--- src/rtl/regfile_2r1w_sb.sv ---
// Two-read/one-write register file with a per-register busy scoreboard and busy counter.
// Optional same-cycle write-to-read forwarding is enabled by defining REGFILE_BYPASS_EN.
module regfile_2r1w_sb #(
    parameter  int DATA_W = 32,
    parameter  int NREG   = 32,
    localparam int AW     = $clog2(NREG)
) (
    input  logic              clk,
    input  logic              rst_n,
    input  logic [AW-1:0]     ra1,
    input  logic [AW-1:0]     ra2,
    output logic [DATA_W-1:0] rd1,
    output logic [DATA_W-1:0] rd2,
    output logic              busy1,
    output logic              busy2,
    input  logic              we,
    input  logic [AW-1:0]     wa,
    input  logic [DATA_W-1:0] wd,
    input  logic              issue_valid,
    input  logic [AW-1:0]     issue_rd,
    output logic [AW:0]       busy_cnt
);

    // Register 0 has no storage; arrays start at index 1.
    logic [DATA_W-1:0] regs_q [1:NREG-1];
    logic [DATA_W-1:0] regs_d [1:NREG-1];
    logic [NREG-1:1]   busy_q;
    logic [NREG-1:1]   busy_d;
    logic [AW:0]       cnt_q;
    logic [AW:0]       cnt_d;

    logic wr_en;
    logic set_en;
    logic inc;
    logic dec;

    assign wr_en  = we && (wa != '0);
    assign set_en = issue_valid && (issue_rd != '0);

    always_comb begin
        // NOTE: every always_comb output gets a default first so no path leaves it unassigned (no latch).
        regs_d = regs_q;
        busy_d = busy_q;
        inc    = 1'b0;
        dec    = 1'b0;

        if (wr_en) begin
            regs_d[wa] = wd;
            busy_d[wa] = 1'b0;
        end
        // Issue is applied after the write so a new producer wins over a completing one.
        if (set_en) begin
            busy_d[issue_rd] = 1'b1;
        end

        if (set_en) begin
            inc = !busy_q[issue_rd];
        end
        if (wr_en) begin
            dec = busy_q[wa] && !(set_en && (issue_rd == wa));
        end
        cnt_d = cnt_q + (AW+1)'(inc) - (AW+1)'(dec);
    end

    always_ff @(posedge clk or negedge rst_n) begin
        if (!rst_n) begin
            // NOTE: the whole array is reset here; this is legal only because it is built from flops, not a RAM macro.
            for (int i = 1; i < NREG; i++) begin
                regs_q[i] <= '0;
            end
            busy_q <= '0;
            cnt_q  <= '0;
        end else begin
            // NOTE: sequential state uses non-blocking assignments so all flops sample pre-edge values.
            regs_q <= regs_d;
            busy_q <= busy_d;
            cnt_q  <= cnt_d;
        end
    end

    assign busy_cnt = cnt_q;

    always_comb begin
        rd1   = (ra1 == '0) ? '0   : regs_q[ra1];
        rd2   = (ra2 == '0) ? '0   : regs_q[ra2];
        busy1 = (ra1 == '0) ? 1'b0 : busy_q[ra1];
        busy2 = (ra2 == '0) ? 1'b0 : busy_q[ra2];
`ifdef REGFILE_BYPASS_EN
        // A same-cycle write forwards its data and retires the busy bit, unless a new producer also issues.
        if (wr_en && (wa == ra1)) begin
            rd1   = wd;
            busy1 = (issue_valid && (issue_rd == ra1)) ? busy_q[ra1] : 1'b0;
        end
        if (wr_en && (wa == ra2)) begin
            rd2   = wd;
            busy2 = (issue_valid && (issue_rd == ra2)) ? busy_q[ra2] : 1'b0;
        end
`endif
    end

endmodule

--- config.mk ---
export PLATFORM = sky130hd
export DESIGN_NAME = regfile_2r1w_sb
export DESIGN_NICKNAME = d
export VERILOG_FILES = /design/src/rtl/regfile_2r1w_sb.sv
export SDC_FILE = /design/constraint.sdc
export NUM_CORES = 2
export LEC_CHECK = 0
export CAP_MARGIN = 20
export CORE_MARGIN = 1.5
export CORE_UTILIZATION = 55
export DETAILED_ROUTE_END_ITERATION = 8
export GPL_TIMING_DRIVEN = 0
export PLACE_DENSITY = 0.81
export SLEW_MARGIN = 10
export SYNTH_ARGS = -nofsm -noshare
export SYNTH_HDL_FRONTEND = slang
export SYNTH_SLANG_ARGS = --single-unit
--- constraint.sdc ---
create_clock -name clk -period 4 [get_ports clk]
set_input_delay 0.8 -clock clk [delete_from_list [all_inputs] [get_ports clk]]
set_output_delay 0.8 -clock clk [all_outputs]
set_load 0.05 [all_outputs]
== Word level (Yosys, flattened, before mapping) ==
Cells that the tools add are included.
Storage, ports and cells
  input port bits: 56
  register bits: 1029
  output and inout port bits: 72
  word-level logic and storage cells: 94
Cells by class
  multiplexer cells: 29
  add/subtract/negate cells: 2
  reduce and logical (&&, ||, !) cells: 13
  $lt $le $gt $ge: 10
  eq/ne operators: 1
  bitwise logic cells: 6
Operator list (count)
  $bwmux W992: 1
  $bmux W32 S5: 2
  $mux W32: 7
  $demux W32 S5: 1
  $mux W31: 2
  $and A31 B31 Y31: 1
  $not A31 Y31: 1
  $or A31 B31 Y31: 1
  $lt A5 B6 Y1 const B: 4
  $bmux W1 S5: 4
  $ge A6 B6 Y1 const B: 3
  $not A5 Y6: 3
  $demux W1 S5: 2
  $ge A5 B1 Y1 const B: 2
  $logic_not A5 Y1: 2
  $mux W1: 10
  $reduce_bool A5 Y1: 2
  $logic_and A1 B1 Y1: 7
  $add A6 B1 Y6: 1
  $lt A6 B1 Y1 const B: 1
  $sub A6 B1 Y6: 1
  $eq A5 B5 Y1: 1
  $logic_not A1 Y1: 2

== Depth between registers and ports, before layout ==
  word-level depth: 9
  mapped depth: 16
  gate-level depth less buffers: 14

== Worst setup path before layout ==
OpenSTA, ideal clock, no wires.
  path type: input-to-output
  start point: input port ra2[1]
  end point: output port rd2[10]
  path buffers: 3
  cell stages on the path: 8
  arrival: 3.497 ns
  data required time: 3.200 ns
  setup slack: -0.297 ns
  cells stage by stage: buf_2 nor2b_1 clkbuf_1 clkbuf_1 a22o_1 mux4_2 nor2_1 nor4_1
On the way
  word-level cells in the longest chain between the ends: 5
  elaborated cells on any way between the ends: 6
  classes of those cells: 4 x mux; 1 x bitwise; 1 x reduce/logical
RTL lines
  start, declared: line 11  | input logic [AW-1:0] ra2,
  $not A5 Y6 (not written as such): line 85  | rd2 = (ra2 == '0) ? '0 : regs_q[ra2];
  $bmux W32 S5: line 85
  $mux W32 (not written as such) (2 in series): line 85
  $mux W32 *: line 85
  end, declared: line 13  | output logic [DATA_W-1:0] rd2,
Every way passes the cells marked *; elsewhere a longest branch is shown, timed or not. The select of a mux whose other input is x is not followed.

== Final worst setup path ==
  start point: input port ra2[1]
  end point: output port rd2[8]
The elaborated chain is that of the path after synthesis.

==> run summary <==
status: finished with violations
failing checks: setup timing
area occupied by multi-input gates: 28,500 um2
crit path buf inv count: 5
reg2reg path depth: 13
total die area: 102,100 um2
fraction of layout cells with a size suffix above 1: 0.5623
final setup fails: 19
Register Area: 25,750 um2
sw frac: 0.3002
fmax: 0.2452 GHz
synth top area cells: dfrtp_1, mux2_2, mux4_2
Port Buffers: 115
clock share of power: 0.318
DRC: 0
met3 usage: 0.1550
min Tclk post-route: 4.078 ns
Seq/Total Area, Yosys: 0.4675
Starting Density: 0.5572
root buf cell: clkbuf_16
critical path cell sequence: buf_2 > clkbuf_4 > buf_4 > or3b_2 > clkbuf_4 > o22ai_2 > nor4_2 > clkdlybuf4s15_2
CORE AREA: 98,850 um2
Gate power share: 0.246
final slew viol count: 0
Reg clk slew, reported paths: 0.06 ns
Net Sw Power: 9.792 mW
crit-path max FO: 10
Worst IR Drop VDD: 0.3963 mV
Via density: 7.433
die height: 319.5 um
Hold Fails Final Rpt: 0
prevailing post-synth register cell: dfrtp_1
clk_lat worst skew: 0.72 ns
max cap viols: 0
clk buf depth: 3
critical path type: primary input to primary output
TritonCTS buffer count: 102
leading area contributor after synthesis: dfrtp_1
top cell type's share of synthesized area: 0.4675
Crit path max-delay family: buffers and inverters
R2R Path End: busy_cnt[4]
gr usage total: 0.3785
FP Rows: 115
initial antenna violation count: 15
Yosys reg bits: 1,029
Async SR Flop Fraction: 1.000
Slew headroom: 0.1695
measured slew at the worst slew-check pin: 1.246 ns
DP HPWL: 132,900 um
Syn Inst Count: 3,659
Final nets: 3,962
Layout Skew: 0.04049 ns
H-tree levels: 3
unrepaired setup endpoints after global routing: yes
Cell Count, Final, Fillers Out: 5,273
count leader, synth: mux2_2
Place WS: -2.235 ns
number of flops mapped to enable cells by yosys: 0
Fin Hold WS: 0.03818 ns
crit end category: primary output
Yosys Warn Count: 0
post-synthesis cell type count: 47
Iteration-0 DRC Markers: 6,239
arrival time worst endpoint: 3.28 ns
period utilization: 1.019
R2R Setup Slk: 0.63 ns
syn_nets: 3,722
fillcell total: 6,771
vias in the first global route: 39,520
Total Wirelength: 192,200 um
router iterations before antenna repair: 7
most used cell, CP: clkbuf_4
finished layout cell area: 63,280 um2
synth cell count leaders: mux2_2, dfrtp_1, mux4_2
maximum number of pins on one net before global-route repair: 168
placed insts: 5,075
gr ovfl total: 0
via count: 39,190
GRT met1 Usage: 0.4959
DRT antenna net count: 0
CTS sink count: 1,029
met2 GRT Util: 0.5409
synthesized area: 55,080 um2
Layout area overhead: 14.88%
Slowest-stage cell, CP: clkdlybuf4s15_2
Pwr per Cell Area: 515.5 nW/um2
RR Startpoint: busy_q[14]
Leak Pwr: 27.14 nW
area post-placement: 58,440 um2
first-pass GRT wire length: 275,900 um
drt wl/cell: 36.46 um
Startpoint Class: primary input
Crit path largest cell delay: 0.44 ns
Final GP Congestion: 0.9954
CP required: 3.20 ns
Syn Area/Cell: 15.05 um2
CTS tree: done
Int Power: 22.82 mW
gr busiest metal: met2
post-layout worst setup margin: -0.07797 ns
Seq pwr share: 0.436
post-route setup TNS: -0.5992 ns
Hold Path Class: primary input to async pin
I/O pin count: 128
DIE WIDTH: 319.5 um
what timing repair did:
action                                  in CTS  in global routing
resized for setup                          748                 79
pin swaps                                   13                  9
hold buffers                                 0                  0
buffers inserted                             5                  0
endpoints found under the setup margin      68                 45
worst max path at each step:
stage	from	depth (start not counted)	slack, ns	endpoint
floorplan	ra2[0]	8	0.02	rd2[16]
global placement	rst_n	1	-44.40	regs_q[146]
detailed placement	ra1[1]	9	-2.24	rd1[25]
CTS	ra1[1]	10	0.003	rd1[3]
global route	ra2[0]	9	-0.007	busy2
finish	ra2[1]	8	-0.08	rd2[8]
layer usage:
layer / share of wire / vias to the layer above
li1: - / 14640
met1: 0.36 / 20460
met2: 0.43 / 3312
met3: 0.15 / 759
met4: 0.061 / 16
met5: 0.0020 / -
worst register-to-register path, cell delays in order (launching register included):
cell	delay, ns
dfrtp_1	0.45
mux4_2	0.49
and3_1	0.20
a311oi_1	0.41
o221ai_2	0.28
ha_1	0.37
inv_1	0.06
ha_1	0.15
inv_1	0.06
fa_1	0.42
inv_1	0.07
a21o_1	0.12
a21oi_1	0.07
xnor2_1	0.13
cell families after synthesis:
family          synth area share
compound gates           0.03019
xor+xnor                0.001590
fa+ha+maj               0.001726
buf+inv                  0.03391
flops                     0.4675
mux                       0.4344
simple gates             0.03069
placed cells by master, fill, tap and decap left out, types with 14 or more instances in the layout:
cell type,netlist,routed
a221oi_1,18,15
a22o_1,59,59
buf_2,101,113
buf_4,39,49
buf_6,3,34
buf_8,0,26
bufinv_16,0,14
clkbuf_1,226,160
clkbuf_16,0,103
clkbuf_2,0,39
clkbuf_4,0,40
clkbuf_8,0,24
clkdlybuf4s50_1,0,45
clkinv_2,0,14
dfrtp_1,1029,1029
inv_1,26,26
mux2_2,1077,1077
mux2i_1,20,19
mux4_2,515,515
nand2_1,33,33
nor2_1,155,126
nor2_2,0,16
nor2b_1,31,30
nor3_1,43,21
nor3_2,2,19
nor4_2,0,35
o22ai_1,94,69
o22ai_2,0,23
power groups by stage:
stage,sequential [mW],clock (mW),combinational (mW)
finish,14.2,10.4,8.02
global route,14.4,10.7,8.35
detailed placement,14.2,0,7.57
floorplan,13.7,0,5.57
CTS,14.1,10.3,7.84
global placement,14.1,0,7.33
state kept, by name (all words and copies together), names as in the netlist:
name / cells
busy_cnt: 6
regs_q: 992
busy_q: 31
metrics by stage:
stage | power, mW | utilization
after floorplan | 19.30 | -
after global placement | 21.46 | 0.5881
after detailed placement | 21.80 | 0.5912
after CTS | 32.23 | 0.6390
after global routing | 33.47 | 0.6400
final | 32.62 | 0.6401
final cells by class:
type,count,area share
Antenna cell,8,0.0003164
Clock inverter,41,0.009709
Sequential cell,1029,0.4069
Multi-Input combinational cell,2211,0.4505
Timing Repair Buffer,138,0.02128
Inverter,26,0.001542
Clock buffer,142,0.04621
Tap cell,1287,0.02545
Buffer,391,0.03806
(Power assumes the default switching activity.)
